**src/rtl/axi_grid_pkg.sv**
```systemverilog
// axi_grid_pkg: shared types and default widths for the grid AW/W coupler.
// Holds the raw AXI AW/W payloads, the grid-tagged flit payloads, the
// burst-info queue entry, and the W-path FSM state encoding.
package axi_grid_pkg;

    localparam int DEF_GRID_ID_WIDTH   = 4;
    localparam int DEF_AXI_ID_WIDTH    = 4;
    localparam int DEF_ADDR_WIDTH      = 32;
    localparam int DEF_DATA_WIDTH      = 64;
    localparam int DEF_STRB_WIDTH      = DEF_DATA_WIDTH / 8;
    localparam int DEF_DEST_LSB        = 28;
    localparam int DEF_MAX_OUTSTANDING = 4;

    typedef logic [DEF_GRID_ID_WIDTH-1:0] grid_id_t;

    typedef struct packed {
        grid_id_t dest;
        grid_id_t src;
    } grid_hdr_t;

    typedef struct packed {
        logic [DEF_AXI_ID_WIDTH-1:0] id;
        logic [DEF_ADDR_WIDTH-1:0]   addr;
        logic [7:0]                  len;
        logic [2:0]                  size;
        logic [1:0]                  burst;
    } aw_chan_t;

    typedef struct packed {
        logic [DEF_DATA_WIDTH-1:0] data;
        logic [DEF_STRB_WIDTH-1:0] strb;
        logic                      last;
    } w_chan_t;

    typedef struct packed {
        grid_id_t dest;
        grid_id_t src;
        aw_chan_t aw;
    } grid_aw_chan_t;

    typedef struct packed {
        grid_id_t                  dest;
        grid_id_t                  src;
        logic [DEF_DATA_WIDTH-1:0] data;
        logic [DEF_STRB_WIDTH-1:0] strb;
        logic                      last;
    } grid_w_chan_t;

    // One entry per accepted AW: where its W beats go and how many there are.
    typedef struct packed {
        grid_id_t   dest;
        logic [7:0] len;
    } burst_info_t;

    typedef enum logic {
        W_IDLE  = 1'b0,
        W_BURST = 1'b1
    } w_state_e;

endpackage

```
**src/rtl/axi_grid_fifo.sv**
```systemverilog
// axi_grid_fifo: small synchronous FIFO with first-word-fall-through head.
// Ports:
//   clk_i, arst_i       clock, asynchronous active-high reset
//   push_i, data_i      write an entry (ignored when full)
//   pop_i               drop the head entry (ignored when empty)
//   full_o, empty_o     occupancy flags
//   head_o              oldest entry, valid while !empty_o
// DEPTH must be a power of two, 2 or more. A pushed entry becomes visible
// on head_o the cycle after the push; full/empty have no same-cycle bypass.
module axi_grid_fifo #(
    parameter type T     = logic [7:0],
    parameter int  DEPTH = 4
) (
    input  logic clk_i,
    input  logic arst_i,
    input  logic push_i,
    input  T     data_i,
    input  logic pop_i,
    output logic full_o,
    output logic empty_o,
    output T     head_o
);

    localparam int PW = $clog2(DEPTH);

    T             mem_q [DEPTH];
    logic [PW:0]  wr_ptr_q, wr_ptr_d;
    logic [PW:0]  rd_ptr_q, rd_ptr_d;
    logic         do_push, do_pop;

    // Extra pointer bit distinguishes full from empty when indices match.
    assign empty_o = (wr_ptr_q == rd_ptr_q);
    assign full_o  = (wr_ptr_q[PW] != rd_ptr_q[PW]) &&
                     (wr_ptr_q[PW-1:0] == rd_ptr_q[PW-1:0]);
    assign head_o  = mem_q[rd_ptr_q[PW-1:0]];

    assign do_push = push_i && !full_o;
    assign do_pop  = pop_i && !empty_o;

    always_comb begin
        wr_ptr_d = wr_ptr_q;
        rd_ptr_d = rd_ptr_q;
        if (do_push) wr_ptr_d = wr_ptr_q + 1'b1;
        if (do_pop)  rd_ptr_d = rd_ptr_q + 1'b1;
    end

    always_ff @(posedge clk_i or posedge arst_i) begin
        if (arst_i) begin
            wr_ptr_q <= '0;
            rd_ptr_q <= '0;
            for (int i = 0; i < DEPTH; i++) mem_q[i] <= '0;
        end else begin
            wr_ptr_q <= wr_ptr_d;
            rd_ptr_q <= rd_ptr_d;
            if (do_push) mem_q[wr_ptr_q[PW-1:0]] <= data_i;
        end
    end

endmodule

```
**src/rtl/axi_grid_aw_w_coupler.sv**
```systemverilog
// axi_grid_aw_w_coupler: turns a master's raw AXI AW/W channels into
// grid-tagged AW and W flits. Every flit carries {dest, src}; dest is taken
// from aw.addr[DEST_LSB +: GRID_ID_WIDTH], src is NI_ID. A W beat is only
// accepted once its AW has been queued, and W last is regenerated from the
// burst length rather than trusted from the master.
// Ports:
//   clk_i, arst_i                        clock, asynchronous active-high reset
//   aw_i, aw_valid_i, aw_ready_o         raw AXI AW
//   w_i,  w_valid_i,  w_ready_o          raw AXI W
//   grid_aw_o, grid_aw_valid_o, grid_aw_ready_i   tagged AW flit
//   grid_w_o,  grid_w_valid_o,  grid_w_ready_i    tagged W flit
//   err_wlast_o                          sticky "master's W last disagreed"
// Handshakes: a transfer happens on a rising edge where valid && ready;
// valid never waits on ready, and payload is held while valid && !ready.
// Build option: define AXI_GRID_WLAST_CHECK_EN to build the W-last mismatch
// detector; otherwise err_wlast_o is tied to 0.
// Width parameters must match the axi_grid_pkg defaults used for the types.
module axi_grid_aw_w_coupler
    import axi_grid_pkg::*;
#(
    parameter int NI_ID           = 0,
    parameter int GRID_ID_WIDTH   = DEF_GRID_ID_WIDTH,
    parameter int AXI_ID_WIDTH    = DEF_AXI_ID_WIDTH,
    parameter int ADDR_WIDTH      = DEF_ADDR_WIDTH,
    parameter int DATA_WIDTH      = DEF_DATA_WIDTH,
    parameter int DEST_LSB        = DEF_DEST_LSB,
    parameter int MAX_OUTSTANDING = DEF_MAX_OUTSTANDING
) (
    input  logic          clk_i,
    input  logic          arst_i,
    input  aw_chan_t      aw_i,
    input  logic          aw_valid_i,
    output logic          aw_ready_o,
    input  w_chan_t       w_i,
    input  logic          w_valid_i,
    output logic          w_ready_o,
    output grid_aw_chan_t grid_aw_o,
    output logic          grid_aw_valid_o,
    input  logic          grid_aw_ready_i,
    output grid_w_chan_t  grid_w_o,
    output logic          grid_w_valid_o,
    input  logic          grid_w_ready_i,
    output logic          err_wlast_o
);

    localparam grid_id_t SRC_ID = grid_id_t'(NI_ID);

    // Typed views of the incoming payload fields at the configured widths.
    logic [AXI_ID_WIDTH-1:0]   aw_id;
    logic [ADDR_WIDTH-1:0]     aw_addr;
    logic [DATA_WIDTH-1:0]     w_data;
    logic [DATA_WIDTH/8-1:0]   w_strb;
    grid_id_t                  aw_dest;

    assign aw_id   = aw_i.id;
    assign aw_addr = aw_i.addr;
    assign w_data  = w_i.data;
    assign w_strb  = w_i.strb;
    assign aw_dest = aw_addr[DEST_LSB +: GRID_ID_WIDTH];

    // Burst-info queue
    logic        q_push, q_pop, q_full, q_empty;
    burst_info_t q_in, q_head;

    axi_grid_fifo #(
        .T     (burst_info_t),
        .DEPTH (MAX_OUTSTANDING)
    ) u_burst_q (
        .clk_i   (clk_i),
        .arst_i  (arst_i),
        .push_i  (q_push),
        .data_i  (q_in),
        .pop_i   (q_pop),
        .full_o  (q_full),
        .empty_o (q_empty),
        .head_o  (q_head)
    );

    // State
    grid_aw_chan_t grid_aw_q, grid_aw_d;
    logic          grid_aw_valid_q, grid_aw_valid_d;
    grid_w_chan_t  grid_w_q, grid_w_d;
    logic          grid_w_valid_q, grid_w_valid_d;
    w_state_e      state_q, state_d;
    logic [7:0]    beat_cnt_q, beat_cnt_d;
    logic          beat_last;
    logic          aw_hs, w_hs;

    assign aw_ready_o = (!grid_aw_valid_q || grid_aw_ready_i) && !q_full;
    assign aw_hs      = aw_valid_i && aw_ready_o;
    assign w_ready_o  = !q_empty && (!grid_w_valid_q || grid_w_ready_i);
    assign w_hs       = w_valid_i && w_ready_o;

    assign q_push = aw_hs;
    assign q_in   = '{dest: aw_dest, len: aw_i.len};
    assign q_pop  = w_hs && beat_last;

    // W beat tracking. beat_cnt_q holds the index of the previous beat, so in
    // BURST the current beat is beat_cnt_q+1; it never exceeds 255 for len 255.
    always_comb begin
        state_d    = state_q;
        beat_cnt_d = beat_cnt_q;
        beat_last  = 1'b0;
        case (state_q)
            W_IDLE: begin
                beat_last = (q_head.len == 8'd0);
                if (w_hs) begin
                    beat_cnt_d = 8'd0;
                    if (!beat_last) state_d = W_BURST;
                end
            end
            W_BURST: begin
                beat_last = ((beat_cnt_q + 8'd1) == q_head.len);
                if (w_hs) begin
                    beat_cnt_d = beat_cnt_q + 8'd1;
                    if (beat_last) state_d = W_IDLE;
                end
            end
            default: state_d = W_IDLE;
        endcase
    end

    // Output registers: load on handshake, clear valid when consumed.
    always_comb begin
        grid_aw_d       = grid_aw_q;
        grid_aw_valid_d = grid_aw_valid_q;
        if (aw_hs) begin
            grid_aw_valid_d  = 1'b1;
            grid_aw_d.dest   = aw_dest;
            grid_aw_d.src    = SRC_ID;
            grid_aw_d.aw     = aw_i;
            grid_aw_d.aw.id  = aw_id;
        end else if (grid_aw_ready_i) begin
            grid_aw_valid_d = 1'b0;
        end
    end

    always_comb begin
        grid_w_d       = grid_w_q;
        grid_w_valid_d = grid_w_valid_q;
        if (w_hs) begin
            grid_w_valid_d = 1'b1;
            grid_w_d.dest  = q_head.dest;
            grid_w_d.src   = SRC_ID;
            grid_w_d.data  = w_data;
            grid_w_d.strb  = w_strb;
            grid_w_d.last  = beat_last;
        end else if (grid_w_ready_i) begin
            grid_w_valid_d = 1'b0;
        end
    end

    always_ff @(posedge clk_i or posedge arst_i) begin
        if (arst_i) begin
            grid_aw_q       <= '0;
            grid_aw_valid_q <= 1'b0;
            grid_w_q        <= '0;
            grid_w_valid_q  <= 1'b0;
            state_q         <= W_IDLE;
            beat_cnt_q      <= 8'd0;
        end else begin
            grid_aw_q       <= grid_aw_d;
            grid_aw_valid_q <= grid_aw_valid_d;
            grid_w_q        <= grid_w_d;
            grid_w_valid_q  <= grid_w_valid_d;
            state_q         <= state_d;
            beat_cnt_q      <= beat_cnt_d;
        end
    end

    assign grid_aw_o       = grid_aw_q;
    assign grid_aw_valid_o = grid_aw_valid_q;
    assign grid_w_o        = grid_w_q;
    assign grid_w_valid_o  = grid_w_valid_q;

`ifdef AXI_GRID_WLAST_CHECK_EN
    // Sticky: any accepted beat whose master-supplied last disagrees with
    // the length-derived last. The beat itself is forwarded unchanged.
    logic err_q, err_d;

    assign err_d = err_q | (w_hs && (w_i.last != beat_last));

    always_ff @(posedge clk_i or posedge arst_i) begin
        if (arst_i) err_q <= 1'b0;
        else        err_q <= err_d;
    end

    assign err_wlast_o = err_q;
`else
    logic unused_wlast;
    assign unused_wlast = w_i.last;
    assign err_wlast_o  = 1'b0;
`endif

endmodule

```
**config.mk**
```make
export PLATFORM = sky130hd
export DESIGN_NAME = axi_grid_aw_w_coupler
export DESIGN_NICKNAME = d
export VERILOG_FILES = /design/src/rtl/axi_grid_pkg.sv /design/src/rtl/axi_grid_fifo.sv /design/src/rtl/axi_grid_aw_w_coupler.sv
export SDC_FILE = /design/constraint.sdc
export NUM_CORES = 1
export LEC_CHECK = 0
export ABC_AREA = 0
export CAP_MARGIN = 20
export CORE_UTILIZATION = 40
export DETAILED_ROUTE_END_ITERATION = 10
export PLACE_DENSITY = 0.72
export SLEW_MARGIN = 20
export SYNTH_ARGS = -nofsm -noshare
export SYNTH_HDL_FRONTEND = slang
export SYNTH_SLANG_ARGS = --single-unit
```
**constraint.sdc**
```tcl
create_clock -name clk_i -period 15.15 [get_ports clk_i]
set_clock_uncertainty 0.1 [all_clocks]
set_input_delay 1.515 -clock clk_i [delete_from_list [all_inputs] [get_ports clk_i]]
set_output_delay 1.515 -clock clk_i [all_outputs]
set_load 0.02 [all_outputs]
```
# Word level (Yosys, flattened, before mapping)
# Index checks and enable logic that the tools add are counted.
totals:
  regBits: 195
  latchBits: 0
  ramBits: 0
  rom_bits: 0
  output_inout_bits: 143
  wordCells: 77
  mem_count: 0
classes:
  n_addsub: 3
  mul: 0
  div: 0
  n_lt_le_gt_ge: 3
  eq_ne: 6
  shifts: 0
  muxes: 19
  n_bitwise: 3
  n_reduce_logical: 19
op_table:
  columns: ["cell", "count"]
  rows:
  - ["48-bit bitwise mux", 1]
  - ["12-bit two-way mux", 3]
  - ["12-bit binary-select mux with 2-bit select", 1]
  - ["12-bit demux with 2-bit select", 1]
  - ["8-bit two-way mux", 2]
  - ["8-bit one-hot mux with 2 select lines", 1]
  - ["1-bit logical AND", 9]
  - ["8-bit by 1-bit adder with 8-bit output, second input constant", 1]
  - ["8-bit equality test", 1]
  - ["8-bit zero test", 1]
  - ["1-bit two-way mux", 8]
  - ["3-bit by 1-bit adder with 3-bit output, second input constant", 2]
  - ["3-bit >= comparator, second input constant", 2]
  - ["2-bit NOT with 3-bit output", 2]
  - ["1-bit zero test", 4]
  - ["1-bit one-hot mux with 2 select lines", 2]
  - ["2-bit nonzero test", 2]
  - ["3-bit equality test", 1]
  - ["3-bit by 1-bit less-than comparator with 1-bit output, second input constant", 1]
  - ["2-bit equality test", 1]
  - ["1-bit logical OR", 2]
  - ["2-bit by 1-bit != test with 1-bit output, second input constant", 1]
  - ["2-bit != test, second input constant", 1]
  - ["2-bit AND reduction", 1]
  - ["other kinds (2)", 2]

# Longest topological paths before layout
# Gate-level depths: netlist (run 1).
depth:
  depth_word: 8
  mapped_depth: 10
  ltp_nobuf: 7

# Hierarchy
# From an unflattened synthesis (run 1), not the netlist that was laid out.
unflattened:
  hier_cells: 699
  area_unflattened_um2: 8081.5
by_module_without_submodules:
  columns: ["module", "instances", "cells_per_inst", "area_per_inst_um2", "seq_area_each_um2"]
  rows:
  - ["axi_grid_aw_w_coupler", 1, 536, 5549.1, 3428.3]
  - ["axi_grid_fifo", 1, 163, 2532.4, 1351.3]

# Worst setup path before layout (run 1)
# No wires, ideal clock.
synth_timing:
  path_kind: "input port to output port"
  startpoint: "input port grid_w_ready_i"
  endpoint: "output port w_ready_o"
  t_arrival_ns: 1.898
  t_required_ns: 13.535
  setup_slack_ns: 11.637
  cell_stages: 2
  cell_sequence: "nand2b_1 -> o31a_1"
synth_via:
  elab_chain_len: 2
synth_lines:
  columns: ["element", "line", "source"]
  rows:
  - ["start: declaration", "axi_grid_aw_w_coupler.sv:42", "input logic grid_w_ready_i,"]
  - ["1-bit logical OR", "axi_grid_aw_w_coupler.sv:91", "assign w_ready_o = !q_empty && (!grid_w_valid_q || grid_w_ready_i);"]
  - ["1-bit logical AND", "axi_grid_aw_w_coupler.sv:91", null]
  - ["end: declaration", "axi_grid_aw_w_coupler.sv:36", "output logic w_ready_o,"]
# No other way between the ends.

# Final worst setup path (run 1)
# Same ends and word-level chain as after synthesis.

==> metrics.yaml, run 1 <==
status: "completed"
routabilityCongestion: 0.705
cts_sinks: 191
dieHeight_um: 144
h-tree-depth: 4
clk_latency_ns: 0.42
relSlewSlack_pct: 36.3
path_class: "in2out"
period_share_pct: 30.6
cts_buffers: 17
worst_pin_slew_ns: 0.952
syn_avg_cell_area_um2: 10.3
drt_wl_total_um: 18500
grt_pass1_vias: 5888
swShare_pct: 38.4
setup_viol: 0
grt_antenna_before_repair: 0
worstPathRequired_ns: 13.54
drc: 0
fillers: 1692
drive_gt1_share_pct: 10.2
endpoint_kind: "output pin"
std_cell_rows: 51
p_leak_nw: 5.39
clockBufferDepth: 2
timing.setup.tns_ns: 0
cp-start-kind: "primary input"
yosysWarnings: 0
synthCells: 778
area_growth_pct: 41.1
cts_tree: "built"
cts.repair.resized: 0
drtAntennaViolNets: 0
fin_nets: 1153
arrival_ns: 3.02
clk_pin_slew_ns: 0.07
synth_top_area_share_pct: 59.6
yosys_most_used_dff: "dfrtp_1"
cts-root-buf: "clkbuf_16"
start_util_pct: 41.0
vias_per_cell: 4.63
layout_commonest_cell: "nand2_1"
p_int_mw: 1.55
ys_seq_elements: 191
grt_pass1_wl_um: 29800
slew_violations: 0
synth_area_leaders: "dfrtp_1, nand2_1, mux2_2, mux4_2, buf_4"
synth_area_mm2: 0.00802
clockPowerShare_pct: 17.0
port-buffer-count: 260
seqPwrFrac_pct: 35.7
track_usage_pct: 18.5
post-cts-setup-buffers: 0
layout_common_cells: "nand2_1, clkdlybuf4s50_1, dfrtp_1, mux2_2, clkbuf_16"
dieArea_mm2: 0.0206
comb_power_share_pct: 47.3
synth_edf_count: 0
drv_cap: 0
diodes: 0
switching_power_mw: 0.968
firstDrtPassIters: 4
holdCritPathClass: "reg2reg"
whs_ns: 0.371
finalCriticalPeriod_ns: 4.63
synth_top_area_cell: "dfrtp_1"
placed_area_mm2: 0.0108
power_density_mw_per_mm2: 223
max_clock_freq_ghz: 0.216
dp_hpwl_um: 12200
synthArstFlopShare_pct: 100
grt-ovfl-total: 0
hold_viol: 0
synth.distinct_cells: 41
hold_buffers: 0
ys_seq_area_share_pct: 59.6
io_pins: 271
chipWidth_um: 144
ir_drop_v: 0.000138
fin_area_mm2: 0.0113
grt_max_degree: 132
drt_iter0_drc: 273
crit_fanout: 3
core_mm2: 0.0196
avgRoutedWirePerCell_um: 14.2
rsz0062_at_grt: "no"
vias: 6001
## path summary, 6_finish.rpt
path / startpoint / endpoint / slack [ns] / cells after the start
max: grid_w_ready_i / w_ready_o / 10.52 / 4
min: grid_w_o[1] / grid_w_o[1] / 0.37 / 2
max reg2reg: u_burst_q.rd_ptr_q[1] / u_burst_q.rd_ptr_q[1] / 11.74 / 7
min reg2reg: grid_w_o[1] / grid_w_o[1] / 0.37 / 2
max in group asynchronous: arst_i / u_burst_q.rd_ptr_q[1] / 12.03 / 3
min in group asynchronous: arst_i / grid_w_o[20] / 1.56 / 2
## area by class of cell
cell class / instances / area, um2 / share of cell area (%)
multi-input combinational: 541 / 2990 / 26.4
inverter: 4 / 22.5 / 0.199
timing repair buffer: 264 / 2630 / 23.3
sequential: 191 / 4780 / 42.2
tap: 265 / 332 / 2.93
clock buffer: 19 / 443 / 3.91
clock inverter: 13 / 123 / 1.08
## stage by stage
stage / power (mW) / worst slack [ns] / util (%) / instances
4_1_cts: 2.56 / 10.50 / 57.8 / 1297
3_3_place_gp: 2.09 / 10.52 / 54.9 / 1265
2_1_floorplan: 1.61 / 8.34 / - / 786
3_5_place_dp: 2.12 / 10.52 / 54.9 / 1265
5_1_grt: 2.70 / 10.45 / 57.8 / 1297
6_report: 2.52 / 10.52 / 57.8 / 1297
## cell usage after synthesis, drive strengths merged, types with 3 or more instances
cell / number
nand2: 403
dfrtp: 191
mux2: 49
clkbuf: 27
buf: 23
mux4: 12
nand3: 9
xnor2: 8
ha: 6
xor2: 6
a21oi: 5
o21ai: 5
inv: 4
nor2: 4
nor2b: 3
xnor3: 3
## worst max-delay path, stage by stage
cell and delay [ns]:
clkdlybuf4s50_1 0.45, nand2b_1 0.19, o31a_1 0.20, clkdlybuf4s50_1 0.66
## sequential cells by signal, indices dropped and copies added, names as in the netlist
register	count
grid_w_o	77
grid_aw_valid_o	1
grid_aw_o	49
beat_cnt_q	8
state_q	1
u_burst_q.wr_ptr_q	3
u_burst_q.mem_q	48
grid_w_valid_o	1
u_burst_q.rd_ptr_q	3
## metal layers
layer	wire length (um)	up-vias	part of all wire (%)	GRT usage (%)
li1	-	2941	-	-
met1	8140	2834	44	23.7
met2	8470	213	46	29.9
met3	1670	13	9.1	6.23
met4	180	0	0.97	5.21
met5	0	-	0	0
## power groups by stage
| stage | Combinational [mW] | Clock, mW | Sequential (mW) |
|---|---|---|---|
| floorplan | 0.532 | 0 | 1.08 |
| global placement | 1.19 | 0 | 0.902 |
| detailed placement | 1.21 | 0 | 0.910 |
| CTS | 1.21 | 0.444 | 0.903 |
| global route | 1.30 | 0.462 | 0.937 |
| finish | 1.19 | 0.429 | 0.901 |
## cells by family after synthesis
family / Yosys count / share of synthesized area (%)
adders and majority gates: 6 / 0.936
muxes: 61 / 10.5
DFF: 191 / 59.6
buffers and inverters: 54 / 3.63
xor gates and xnor gates: 18 / 2.67
other: 1 / 0.0467
AOI/OAI and AO/OA: 17 / 1.47
and+or+nand+nor: 430 / 21.2
Note: power is estimated with default switching activity, not from simulation.
==> run 2, diff against run 1 <==
==> constraint.sdc (replaced) <==
create_clock -name clk_i -period 4.58 [get_ports clk_i]
set_clock_uncertainty 0.1 [all_clocks]
set_input_delay 0.458 -clock clk_i [delete_from_list [all_inputs] [get_ports clk_i]]
set_output_delay 0.458 -clock clk_i [all_outputs]
set_load 0.02 [all_outputs]
==> run 2 against run 1 <==
Net effect: hold slack worse by 0.00052 ns; die area unchanged; cell area up 0.73%; largest cell class unchanged; critical path type is now reg2reg; sequential share of layout area down 0.31 points; via count unchanged; critical path depth up 2; core utilization up 0.42 points; wire length up 2.2%; register-to-register slack worse by 11 ns; global-route usage up 0.44 points.
==> metrics.yaml, run 2 (same netlist as run 1, synthesis figures left out) <==
status: "completed"  # unchanged
rr_endpoint: "u_burst_q.rd_ptr_q[1]"  # unchanged
path_class: "reg2reg"  # was in2out
firstDrtPassIters: 4  # unchanged
port-buffer-count: 260  # unchanged
crit_end: "u_burst_q.rd_ptr_q[1]"  # was w_ready_o
drc: 0  # unchanged
r2r_slack_ns: 1.22  # was 11.74 ns
grt_antenna_before_repair: 0  # unchanged
largest_register_ffs: 77  # unchanged
routed.top_layer: "met4"  # unchanged
ir_drop_v: 0.000376  # was 0.000138 V
dieHeight_um: 144  # unchanged
cts-root-buf: "clkbuf_16"  # unchanged
cts_tree: "built"  # unchanged
finalCriticalPeriod_ns: 3.36
cts_sinks: 191  # unchanged
timing.setup.tns_ns: 0  # unchanged
clk_pin_slew_ns: 0.07  # about the same
cts_buffers: 17  # unchanged
vias_per_cell: 4.62  # was 4.63
p_leak_nw: 5.43  # was 5.39 nW
power_density_mw_per_mm2: 742  # was 223 mW/mm2
final_cell_count_no_fill: 1299  # was 1297
drtAntennaViolNets: 0  # unchanged
core_mm2: 0.0196  # unchanged
grt-ovfl-total: 0  # unchanged
chipWidth_um: 144  # unchanged
routabilityCongestion: 0.732  # was 0.705
cp-start-kind: "flip-flop"  # was primary input
avgRoutedWirePerCell_um: 14.5  # was 14.2 um
grt_pass1_vias: 5924  # was 5888
post-cts-setup-buffers: 0  # unchanged
dp_hpwl_um: 12800  # was 12200 um
setup_viol: 0  # unchanged
drive_gt1_share_pct: 10.4  # was 10.2%
diodes: 0  # unchanged
max_clock_freq_ghz: 0.297
dp_slack_ns: 1.17  # was 10.52 ns
reg2reg_from: "u_burst_q.rd_ptr_q[1]"  # unchanged
start_util_pct: 41.0  # unchanged
drv_cap: 0  # unchanged
hold_viol: 0  # unchanged
finalPower_mw: 8.46  # was 2.52 mW
drt_iter0_drc: 292  # was 273
holdCritPathClass: "reg2reg"  # unchanged
grt_pass1_wl_um: 30300  # was 29800 um
area_growth_pct: 42.1  # was 41.1%
dp_cells: 1267  # was 1265
rsz0062_at_grt: "no"  # unchanged
startpoint: "u_burst_q.rd_ptr_q[1]"  # was grid_w_ready_i
period_share_pct: 73.4
worstPathRequired_ns: 4.79  # was 13.54 ns
cts.repair.resized: 0  # unchanged
vias: 6001  # unchanged
rr_worst_depth: 6  # was 7
h-tree-depth: 4  # unchanged
layout_commonest_cell: "nand2_1"  # unchanged
clk_latency_ns: 0.43  # was 0.42 ns
io_pins: 271  # unchanged
track_usage_pct: 19.0  # was 18.5%
endpoint_kind: "flip-flop"  # was output pin
relSlewSlack_pct: 37.0  # was 36.3%
arrival_ns: 3.58  # was 3.02 ns
dr_wl_met2_um: 8730  # was 8470 um
placed_area_mm2: 0.0108  # about the same
layout_common_cells: "nand2_1, clkdlybuf4s50_1, dfrtp_1, mux2_2, clkbuf_16"  # unchanged
grt_max_degree: 105  # was 132
wl_met3_um: 1690  # was 1670 um
fin_nets: 1155  # was 1153
slew_violations: 0  # unchanged
clockBufferDepth: 2  # unchanged
setup_ws_ns: 1.22  # was 10.52 ns
dieArea_mm2: 0.0206  # unchanged
hold_buffers: 0  # unchanged
wl_met1_um: 8260  # was 8140 um
worst_pin_slew_ns: 0.942  # was 0.952 ns
drt_wl_total_um: 18900  # was 18500 um
std_cell_rows: 51  # unchanged
fin_area_mm2: 0.0114  # was 0.0113 mm2
crit_fanout: 42  # was 3
==> run 2: worst min-delay path by stage <==
stage,startpoint,endpoint,slack (ns),cells after the start
after floorplan,u_burst_q.wr_ptr_q[2],u_burst_q.wr_ptr_q[2],0.37,1
after global placement,grid_w_o[50],grid_w_o[50],0.36,2
after detailed placement,grid_w_o[53],grid_w_o[53],0.36,2
after CTS,grid_w_o[80],grid_w_o[80],0.38,2
after global routing,grid_w_o[24],grid_w_o[24],0.39,2
final,grid_w_o[80],grid_w_o[80],0.37,2
==> run 2: routing by layer <==
metal	vias up	track usage (%)
met5	-	0
met4	0	4.82
met3	16	6.63
met2	218	30.6
met1	2825	24.3
li1	2942	-
==> run 2: power breakdown <==
| group | switching, mW | internal (mW) | total, mW |
|---|---|---|---|
| clock network | 0.712 | 0.791 | 1.50 |
| logic | 2.04 | 1.92 | 3.96 |
| registers | 0.504 | 2.49 | 3.00 |
==> run 2: through the flow <==
step / hold slack, ns / util, %
6_report: 0.371 / 58.2
3_5_place_dp: 0.361 / 55.1
5_1_grt: 0.394 / 58.2
4_1_cts: 0.379 / 58.2
2_1_floorplan: 0.365 / -
3_3_place_gp: 0.356 / 55.1
==> run 2: worst max-delay path, cell delays in order, from the launching register on <==
cell     delay [ns]
dfrtp_1        0.88
xor2_1         0.28
o311a_2        0.82
nand2_1        0.29
nor4b_4        0.40
a21oi_2        0.15
mux2_4         0.31
==> run 2: cell type report <==
cell class / instances / area [um2]
timing repair buffer: 266 / 2670
clock buffer: 17 / 425
inverter: 4 / 18.8
clock inverter: 15 / 186
fill: 1680 / 8190
tap: 265 / 332
sequential: 191 / 4780
multi-input combinational: 541 / 2990
==> run 3, diff against run 2 <==
==> constraint.sdc (replaced) <==
create_clock -name clk_i -period 3.2 [get_ports clk_i]
set_clock_uncertainty 0.1 [all_clocks]
set_input_delay 0.32 -clock clk_i [delete_from_list [all_inputs] [get_ports clk_i]]
set_output_delay 0.32 -clock clk_i [all_outputs]
set_load 0.02 [all_outputs]
==> run 3 against run 2 <==
Net effect: flip-flop and latch count is the same; cell area grew 0.99%; power grew 44%; sequential power grew 42%; non-clock buffer count grew 8; critical endpoint is now aw_ready_o; global-route usage grew 0.63 points; count of clock-buffer cells in the layout is the same; wire length grew 3.6%; die area is the same.
==> metrics.yaml, run 3 (same netlist as run 1, synthesis figures left out) <==
status: "completed"  # unchanged
grt-ovfl-total: 0  # unchanged
ir_drop_v: 0.000670  # was 0.000376 V
worst_pin_slew_ns: 0.836  # was 0.942 ns
cts.repair.resized: 0  # unchanged
drt_iter0_drc: 229  # was 292
power_density_mw_per_mm2: 1060  # was 742 mW/mm2
vias_per_cell: 4.66  # was 4.62
cp-start-kind: "flip-flop"  # unchanged
slew_violations: 0  # unchanged
hold_viol: 0  # unchanged
clk_latency_ns: 0.43  # about the same
std_cell_rows: 51  # unchanged
dp_hpwl_um: 13600  # was 12800 um
layout_commonest_cell: "nand2_1"  # unchanged
placed_area_mm2: 0.0109  # was 0.0108 mm2
path_class: "reg2out"  # was reg2reg
h-tree-depth: 4  # unchanged
drv_cap: 0  # unchanged
relSlewSlack_pct: 44.2  # was 37.0%
slowest_stage: "dfrtp_1"  # unchanged
timing.setup.tns_ns: 0  # unchanged
firstDrtPassIters: 6  # was 4
cts_sinks: 191  # unchanged
period_share_pct: 92.2
diodes: 0  # unchanged
max_clock_freq_ghz: 0.339
crit_chain: "buf_4, xor2_1, nor2_1, a21oi_2, clkdlybuf4s50_1"  # was xor2_1, o311a_2, nand2_1, nor4b_4, a21oi_2, mux2_4
dp_slack_ns: 0.374  # was 1.17 ns
clockBufferDepth: 2  # unchanged
largest_register_ffs: 77  # unchanged
dieArea_mm2: 0.0206  # unchanged
slowest_delay_ns: 0.65  # was 0.88 ns
clk_pin_slew_ns: 0.07  # about the same
holdCritPathClass: "in2async"  # was reg2reg
arrival_ns: 2.53  # was 3.58 ns
io_pins: 271  # unchanged
post-cts-setup-buffers: 0  # unchanged
hold_buffers: 0  # unchanged
grt_pass1_wl_um: 31300  # was 30300 um
drive_gt1_share_pct: 11.0  # was 10.4%
grt_max_degree: 70  # was 105
worstPathRequired_ns: 2.78  # was 4.79 ns
layout_common_cells: "nand2_1, clkdlybuf4s50_1, dfrtp_1, mux2_2, clkbuf_16"  # unchanged
vias: 6082  # was 6001
crit_fanout: 11  # was 42
area_growth_pct: 43.5  # was 42.1%
dieHeight_um: 144  # unchanged
setup_ws_ns: 0.251  # was 1.22 ns
p_leak_nw: 5.49  # was 5.43 nW
endpoint_kind: "output pin"  # was flip-flop
cts_tree: "built"  # unchanged
rsz0062_at_grt: "no"  # unchanged
routabilityCongestion: 0.713  # was 0.732
chipWidth_um: 144  # unchanged
start_util_pct: 41.0  # unchanged
setup_viol: 0  # unchanged
track_usage_pct: 19.6  # was 19.0%
finalCriticalPeriod_ns: 2.95
cts-root-buf: "clkbuf_16"  # unchanged
avgRoutedWirePerCell_um: 15.0  # was 14.5 um
drc: 0  # unchanged
fin_nets: 1163  # was 1155
drtAntennaViolNets: 0  # unchanged
final_core_util_pct: 58.8  # was 58.2%
port-buffer-count: 260  # unchanged
core_mm2: 0.0196  # unchanged
grt_pass1_vias: 6161  # was 5924
cts_buffers: 17  # unchanged
grt_antenna_before_repair: 0  # unchanged
drt_wl_total_um: 19600  # was 18900 um
fin_area_mm2: 0.0115  # was 0.0114 mm2
-- run 3: cell types whose count changed in the layout (fill, tap and decap cells not counted), sizes merged --
| cell | before | now |
|---|---|---|
| buf | 6 | 14 |
| inv | 12 | 9 |
| clkinv | 5 | 6 |
| bufinv | 1 | 2 |
-- run 3: through the flow --
stage | total power [mW] | hold slack, ns | std cells
finish | 12.2 | 0.309 | 1306
global route | 13.1 | 0.305 | 1306
CTS | 12.4 | 0.288 | 1306
detailed placement | 10.1 | 0.361 | 1275
global placement | 9.96 | 0.357 | 1275
floorplan | 7.64 | 0.325 | 786
-- run 3: critical path: cells and delay by family (launching register included) --
family	cells	cell delay [ns]
xor gates and xnor gates	1	0.26
AOI/OAI and AO/OA	1	0.18
and+or+nand+nor	1	0.10
DFF	1	0.65
buffers and inverters	2	0.90
-- run 3: path summary, 6_finish.rpt --
kind                       slack (ns)                 end                   from  depth (start not counted)
max in group asynchronous        1.99        grid_w_o[16]                 arst_i                          3
hold / removal                   0.31        grid_w_o[32]                 arst_i                          2
setup / recovery                 0.25          aw_ready_o  u_burst_q.rd_ptr_q[0]                          5
setup reg to reg                 0.36  u_burst_q.mem_q[0]  u_burst_q.rd_ptr_q[0]                          7
min in group clk_i               0.31       grid_aw_o[18]               aw_i[18]                          3
hold reg to reg                  0.37        grid_w_o[62]           grid_w_o[62]                          2
-- run 3: layer usage --
layer	part of all wire, %	track usage (%)	vias to the layer above
met5	0	0	-
li1	-	-	2956
met1	43	24.2	2896
met4	1.2	5.04	0
met3	8.4	6.70	18
met2	47	32.7	212
-- run 3: final cells by class --
| class | instances | area, um2 |
|---|---|---|
| clock buffers | 17 | 425 |
| clock inverters | 14 | 176 |
| fillers | 1645 | 8070 |
| inverters | 4 | 18.8 |
| multi-input cells | 541 | 2990 |
| flip-flops and latches | 191 | 4780 |
| well taps | 265 | 332 |
| repair buffers | 274 | 2800 |
-- run 3: where the power goes --
part	internal, mW	switching, mW	total, mW
clock network	1.18	0.984	2.17
registers	3.57	0.675	4.25
logic	2.80	3.00	5.80
